$ cat config.mk
export PLATFORM = sky130hd
export DESIGN_NAME = somador_arbiter_flat
export DESIGN_NICKNAME = d
export VERILOG_FILES = /design/src/rtl/somador_arbiter_if.sv /design/src/rtl/somador_arbiter.sv /design/src/flat_wrapper.sv
export SDC_FILE = /design/constraint.sdc
export NUM_CORES = 1
export LEC_CHECK = 0
export ABC_AREA = 1
export CAP_MARGIN = 5
export CORE_UTILIZATION = 45
export CTS_CLUSTER_SIZE = 10
export DETAILED_ROUTE_END_ITERATION = 8
export PLACE_DENSITY = 0.85
export SKIP_LAST_GASP = 1
export SLEW_MARGIN = 25
export SYNTH_ARGS = -nofsm -noshare
export SYNTH_HDL_FRONTEND = slang
export SYNTH_SLANG_ARGS = --single-unit
$ cat constraint.sdc
create_clock -name clock -period 3.05 [get_ports clock]
set_input_delay 0.305 -clock clock [delete_from_list [all_inputs] [get_ports clock]]
set_output_delay 0.305 -clock clock [all_outputs]
set_load 0.005 [all_outputs]
$ cat src/rtl/somador_arbiter_if.sv
// Handshake and data bundle between two operand requesters, the shared adder and
// its result consumer. The slave modport is the adder's view; master is the environment's.
interface somador_arbiter_if #(
  parameter int NUM_BITS = 8
);
  logic [1:0]                 req_valid;
  logic [1:0]                 req_ready;
  logic signed [NUM_BITS-1:0] a0;
  logic signed [NUM_BITS-1:0] b0;
  logic signed [NUM_BITS-1:0] a1;
  logic signed [NUM_BITS-1:0] b1;
  logic                       out_valid;
  logic                       out_ready;
  logic                       out_id;
  logic signed [NUM_BITS-1:0] S;
  logic                       Z;
  logic                       N;
  logic                       P;

  modport master (
    output req_valid, a0, b0, a1, b1, out_ready,
    input  req_ready, out_valid, out_id, S, Z, N, P
  );

  modport slave (
    input  req_valid, a0, b0, a1, b1, out_ready,
    output req_ready, out_valid, out_id, S, Z, N, P
  );
endinterface

$ cat src/rtl/somador_arbiter.sv
// Round-robin shared signed adder with a single registered result stage.
// Define SOMADOR_SAT_EN to clamp signed overflow instead of wrapping.
module somador_arbiter #(
  parameter int NUM_BITS = 8
) (
  input logic              clock,
  input logic              reset_n,
  somador_arbiter_if.slave bus
);

  typedef enum logic {EMPTY = 1'b0, FULL = 1'b1} state_t;

  state_t                     state;
  state_t                     next_state;
  logic                       prio;
  logic                       g;
  logic [1:0]                 grant;
  logic [1:0]                 ready;
  logic                       free;
  logic                       accept;
  logic signed [NUM_BITS-1:0] a_g;
  logic signed [NUM_BITS-1:0] b_g;
  logic signed [NUM_BITS-1:0] raw_sum;
  logic signed [NUM_BITS-1:0] sum_next;
  logic signed [NUM_BITS-1:0] s_reg;
  logic                       id_reg;

  // Arbitration, stage-free test and output-stage next state; ready is
  // forced low while reset is held so nothing is taken during reset.
  always_comb begin
    grant      = 2'b00;
    g          = prio;
    next_state = state;
    case (bus.req_valid)
      2'b01: begin
        grant = 2'b01;
        g     = 1'b0;
      end
      2'b10: begin
        grant = 2'b10;
        g     = 1'b1;
      end
      2'b11: begin
        grant = prio ? 2'b10 : 2'b01;
        g     = prio;
      end
      default: begin
        grant = 2'b00;
        g     = prio;
      end
    endcase
    free   = (state == EMPTY) || bus.out_ready;
    ready  = (reset_n && free) ? grant : 2'b00;
    accept = |(bus.req_valid & ready);
    if (accept) begin
      next_state = FULL;
    end else if ((state == FULL) && bus.out_ready) begin
      next_state = EMPTY;
    end
  end

  assign a_g     = g ? bus.a1 : bus.a0;
  assign b_g     = g ? bus.b1 : bus.b0;
  assign raw_sum = a_g + b_g;

`ifdef SOMADOR_SAT_EN
  logic overflow;

  // Overflow is only possible when both operands share a sign the sum lost.
  always_comb begin
    overflow = (a_g[NUM_BITS-1] == b_g[NUM_BITS-1]) &&
               (raw_sum[NUM_BITS-1] != a_g[NUM_BITS-1]);
    sum_next = raw_sum;
    if (overflow) begin
      sum_next = a_g[NUM_BITS-1] ? {1'b1, {(NUM_BITS-1){1'b0}}}
                                 : {1'b0, {(NUM_BITS-1){1'b1}}};
    end
  end
`else
  assign sum_next = raw_sum;
`endif

  // Result register, winner id and round-robin pointer (loser preferred next).
  always_ff @(posedge clock or negedge reset_n) begin
    if (!reset_n) begin
      state  <= EMPTY;
      prio   <= 1'b0;
      s_reg  <= '0;
      id_reg <= 1'b0;
    end else begin
      state <= next_state;
      if (accept) begin
        s_reg  <= sum_next;
        id_reg <= g;
        prio   <= ~g;
      end
    end
  end

  assign bus.req_ready = ready;
  assign bus.out_valid = (state == FULL);
  assign bus.out_id    = id_reg;
  assign bus.S         = s_reg;
  assign bus.Z         = (s_reg == '0);
  assign bus.N         = s_reg[NUM_BITS-1];
  assign bus.P         = ~s_reg[0];

endmodule

$ cat src/flat_wrapper.sv
// flat-port wrapper written by rule: the top's interface ports become plain ports
module somador_arbiter_flat 
#(
  parameter int NUM_BITS = 8
)
  (clock, reset_n, bus_req_valid, bus_a0, bus_b0, bus_a1, bus_b1, bus_out_ready, bus_req_ready, bus_out_valid, bus_out_id, bus_S, bus_Z, bus_N, bus_P);
  somador_arbiter_if #(.NUM_BITS(NUM_BITS)) bus_i ();
  input logic clock;
  input logic reset_n;
  input wire logic [$bits(bus_i.req_valid)-1:0] bus_req_valid;
  input wire logic [$bits(bus_i.a0)-1:0] bus_a0;
  input wire logic [$bits(bus_i.b0)-1:0] bus_b0;
  input wire logic [$bits(bus_i.a1)-1:0] bus_a1;
  input wire logic [$bits(bus_i.b1)-1:0] bus_b1;
  input wire logic [$bits(bus_i.out_ready)-1:0] bus_out_ready;
  output wire logic [$bits(bus_i.req_ready)-1:0] bus_req_ready;
  output wire logic [$bits(bus_i.out_valid)-1:0] bus_out_valid;
  output wire logic [$bits(bus_i.out_id)-1:0] bus_out_id;
  output wire logic [$bits(bus_i.S)-1:0] bus_S;
  output wire logic [$bits(bus_i.Z)-1:0] bus_Z;
  output wire logic [$bits(bus_i.N)-1:0] bus_N;
  output wire logic [$bits(bus_i.P)-1:0] bus_P;
  assign bus_i.req_valid = bus_req_valid;
  assign bus_i.a0 = bus_a0;
  assign bus_i.b0 = bus_b0;
  assign bus_i.a1 = bus_a1;
  assign bus_i.b1 = bus_b1;
  assign bus_i.out_ready = bus_out_ready;
  assign bus_req_ready = bus_i.req_ready;
  assign bus_out_valid = bus_i.out_valid;
  assign bus_out_id = bus_i.out_id;
  assign bus_S = bus_i.S;
  assign bus_Z = bus_i.Z;
  assign bus_N = bus_i.N;
  assign bus_P = bus_i.P;
  somador_arbiter #(.NUM_BITS(NUM_BITS)) u_core (.clock(clock), .reset_n(reset_n), .bus(bus_i));
endmodule
==> results.yml <==
synth:
  syn_nets: 236
  synth_area_leaders: "nand2_1 32%, dfrtp_1 24%, ha_1 9.9%"
  yosysSeqAreaShare: 0.242
  synth_seq_cells: 11
  avgSynthCellArea_um2: 6.02
  synth_top_area_cell: "nand2_1"
  synth_cells: 189
  yosysUniqueCellTypes: 21
  syn_area_mm2: 0.00114
  yosysTopAreaCellShare: 0.323
  synth_warnings: 0
final_layout:
  utilization: 0.746
  multiInputGateArea_um2: 717
  fin_nets: 293
  final_cell_mix: "98 x nand2_1, 51 x clkdlybuf4s50_1, 30 x inv_1"
  area_growth_syn_to_layout_pct: 50.7
  drive_gt1_frac: 0.0571
  layout_commonest_cell: "nand2_1"
  seqCellArea_um2: 275
  fillers: 186
  diodes: 0
grt:
  grt_pass1_vias: 1035
  grt_overflow_total: 0
  grt_max_degree: 16
  grt_pass1_wl_mm: 4.13
  grtUsageTotal: 0.202
  antenna_found_initial: 0
power:
  power.density_mw_per_mm2: 548
  finalPower_uw: 939
  vdd_ir_drop_max_mv: 0.415
  leakagePower_uw: 0.000932
drt:
  drc_errors: 0
  drt-total-wl_mm: 2.37
  drtPass1Iterations: 4
  vias: 1252
  vias_per_cell: 4.59
  drt-initial-drc-count: 11
  wl_per_cell_um: 8.69
  postRouteAntennaNets: 0
critical_path:
  reg2reg_to: "u_core.bus.S[6]"
  cp-startpoint: "bus_req_valid[0]"
  slowest_delay_ps: 470
  worst-setup-path-type: "in -> reg"
  endpoint_kind: "register"
  r2r_cells: 14
  crit_chain: "clkdlybuf4s50_1 > inv_1 > ha_1 > inv_1 > nand2_1 > nand2_1 > nand2_1 > nand2_1 > ha_1 > inv_1 > fa_1 > inv_1 > nand3_1 > nand3_1 > nand2_1 > nand3_1 > nand2_1"
  slowest_stage: "clkdlybuf4s50_1"
  r2r-start: "u_core.prio"
  path_common_cell: "nand2_1"
  cp.required_ps: 3210
  r2r_slack_ps: 950
  cp_max_fo: 12
  arrival_ps: 2740
  cp-start-kind: "input port"
die:
  die_area_mm2: 0.00273
  start_util: 0.495
  rows: 17
  ios: 52
  core_area_mm2: 0.00230
  die_y_um: 52.3
  die_x_um: 52.3
placement:
  pre_cts_slack_ps: 186
  place_hpwl_mm: 2.06
  portBuffers: 51
  place_congestion: 0.856
timing:
  fmax_mhz: 388
  worst_slew_pin_slew_ps: 314
  finalCritPeriodShare: 0.845
  rsz0062_at_grt: "no"
  fin_skew_ps: 2.01
  slew_viol_final: 0
  worst_slack_ps: 474
  fin_tns_setup_ps: 0
  fin_crit_ps: 2580
  hold_violations: 0
  setup_viol: 0
  slew_headroom: 0.790
clocking:
  postCtsHoldBufs: 0
  clk_pin_slew_ps: 70
  cts_buffers: 3
  ctsHtreeMaxLevel: 1
  root_buffer: "clkbuf_4"
  clock_latency_ps: 270
  post-cts-setup-buffer-count: 0
  post_cts_resized: 0
  cts_buffer_depth: 2
  clock-sinks: 11
  cts_tree: "done"
status:
  outcome: "complete, no violations"
flow_run:
  cap_violations: 0
min_path:
  hold_path.class: "in -> async"
==> cells in the mapped netlist, drive strengths merged <==
| library cell | number |
|---|---|
| nand3b | 2 |
| nand2 | 99 |
| o21ai | 6 |
| buf | 4 |
| fa | 1 |
| ha | 9 |
| nand3 | 7 |
| a21oi | 5 |
| nor3 | 1 |
| or2 | 1 |
| xnor2 | 3 |
| nor2 | 6 |
| nand4 | 4 |
| inv | 30 |
| dfrtp | 11 |
==> logic make-up after synthesis <==
| group | share of synthesized area |
|---|---|
| simple gates | 0.442 |
| compound gates | 0.0484 |
| fa+ha+maj | 0.117 |
| xor+xnor | 0.0231 |
| flops | 0.242 |
| buf+inv | 0.128 |
==> metrics by stage <==
stage,area (um^2),instances,hold slack (ps)
5_1_grt,1710,273,337
3_5_place_dp,1690,269,467
2_1_floorplan,1140,189,9.41
4_1_cts,1710,273,332
3_3_place_gp,1690,269,458
6_report,1710,273,332
==> worst max-delay path: cells and delay by family <==
family / cells / cell delay, ps
adders and majority gates: 3 / 870
and+or+nand+nor: 9 / 810
buffers and inverters: 5 / 740
==> sequential cells by signal, indices dropped and copies added, names as in the netlist <==
| register | count |
|---|---|
| u_core.bus.out_id | 1 |
| u_core.prio | 1 |
| u_core.bus.S | 8 |
| u_core.bus.out_valid | 1 |
==> layer usage <==
layer	GRT usage	vias to the layer above	part of all wire
met5	0	-	0
li1	-	685	-
met2	0.359	39	0.47
met3	0.0174	5	0.042
met1	0.240	523	0.47
met4	0.105	0	0.019
==> power breakdown <==
group	switching (uW)	total (uW)	leakage (uW)	internal (uW)
clock network	47.4	98.0	0.0000150	50.6
logic	280	594	0.000781	315
registers	40.0	247	0.000137	207
==> layout make-up <==
class                      count  area share
multi-input combinational    144       0.418
timing repair buffer          56       0.320
sequential                    11       0.161
inverter                      30      0.0657
tap                           28      0.0204
clock buffer                   4      0.0153
==> worst max-delay path by stage <==
stage | slack [ps] | cells past startpoint | endpoint
after detailed placement | 190 | 17 | u_core.bus.S[6]
after global placement | 250 | 16 | u_core.bus.S[7]
final | 470 | 17 | u_core.bus.S[6]
after floorplan | 740 | 17 | u_core.bus.S[6]
after global routing | 220 | 17 | u_core.bus.S[6]
after CTS | 460 | 17 | u_core.bus.S[6]
No activity file was read; power rests on OpenSTA's default activity.
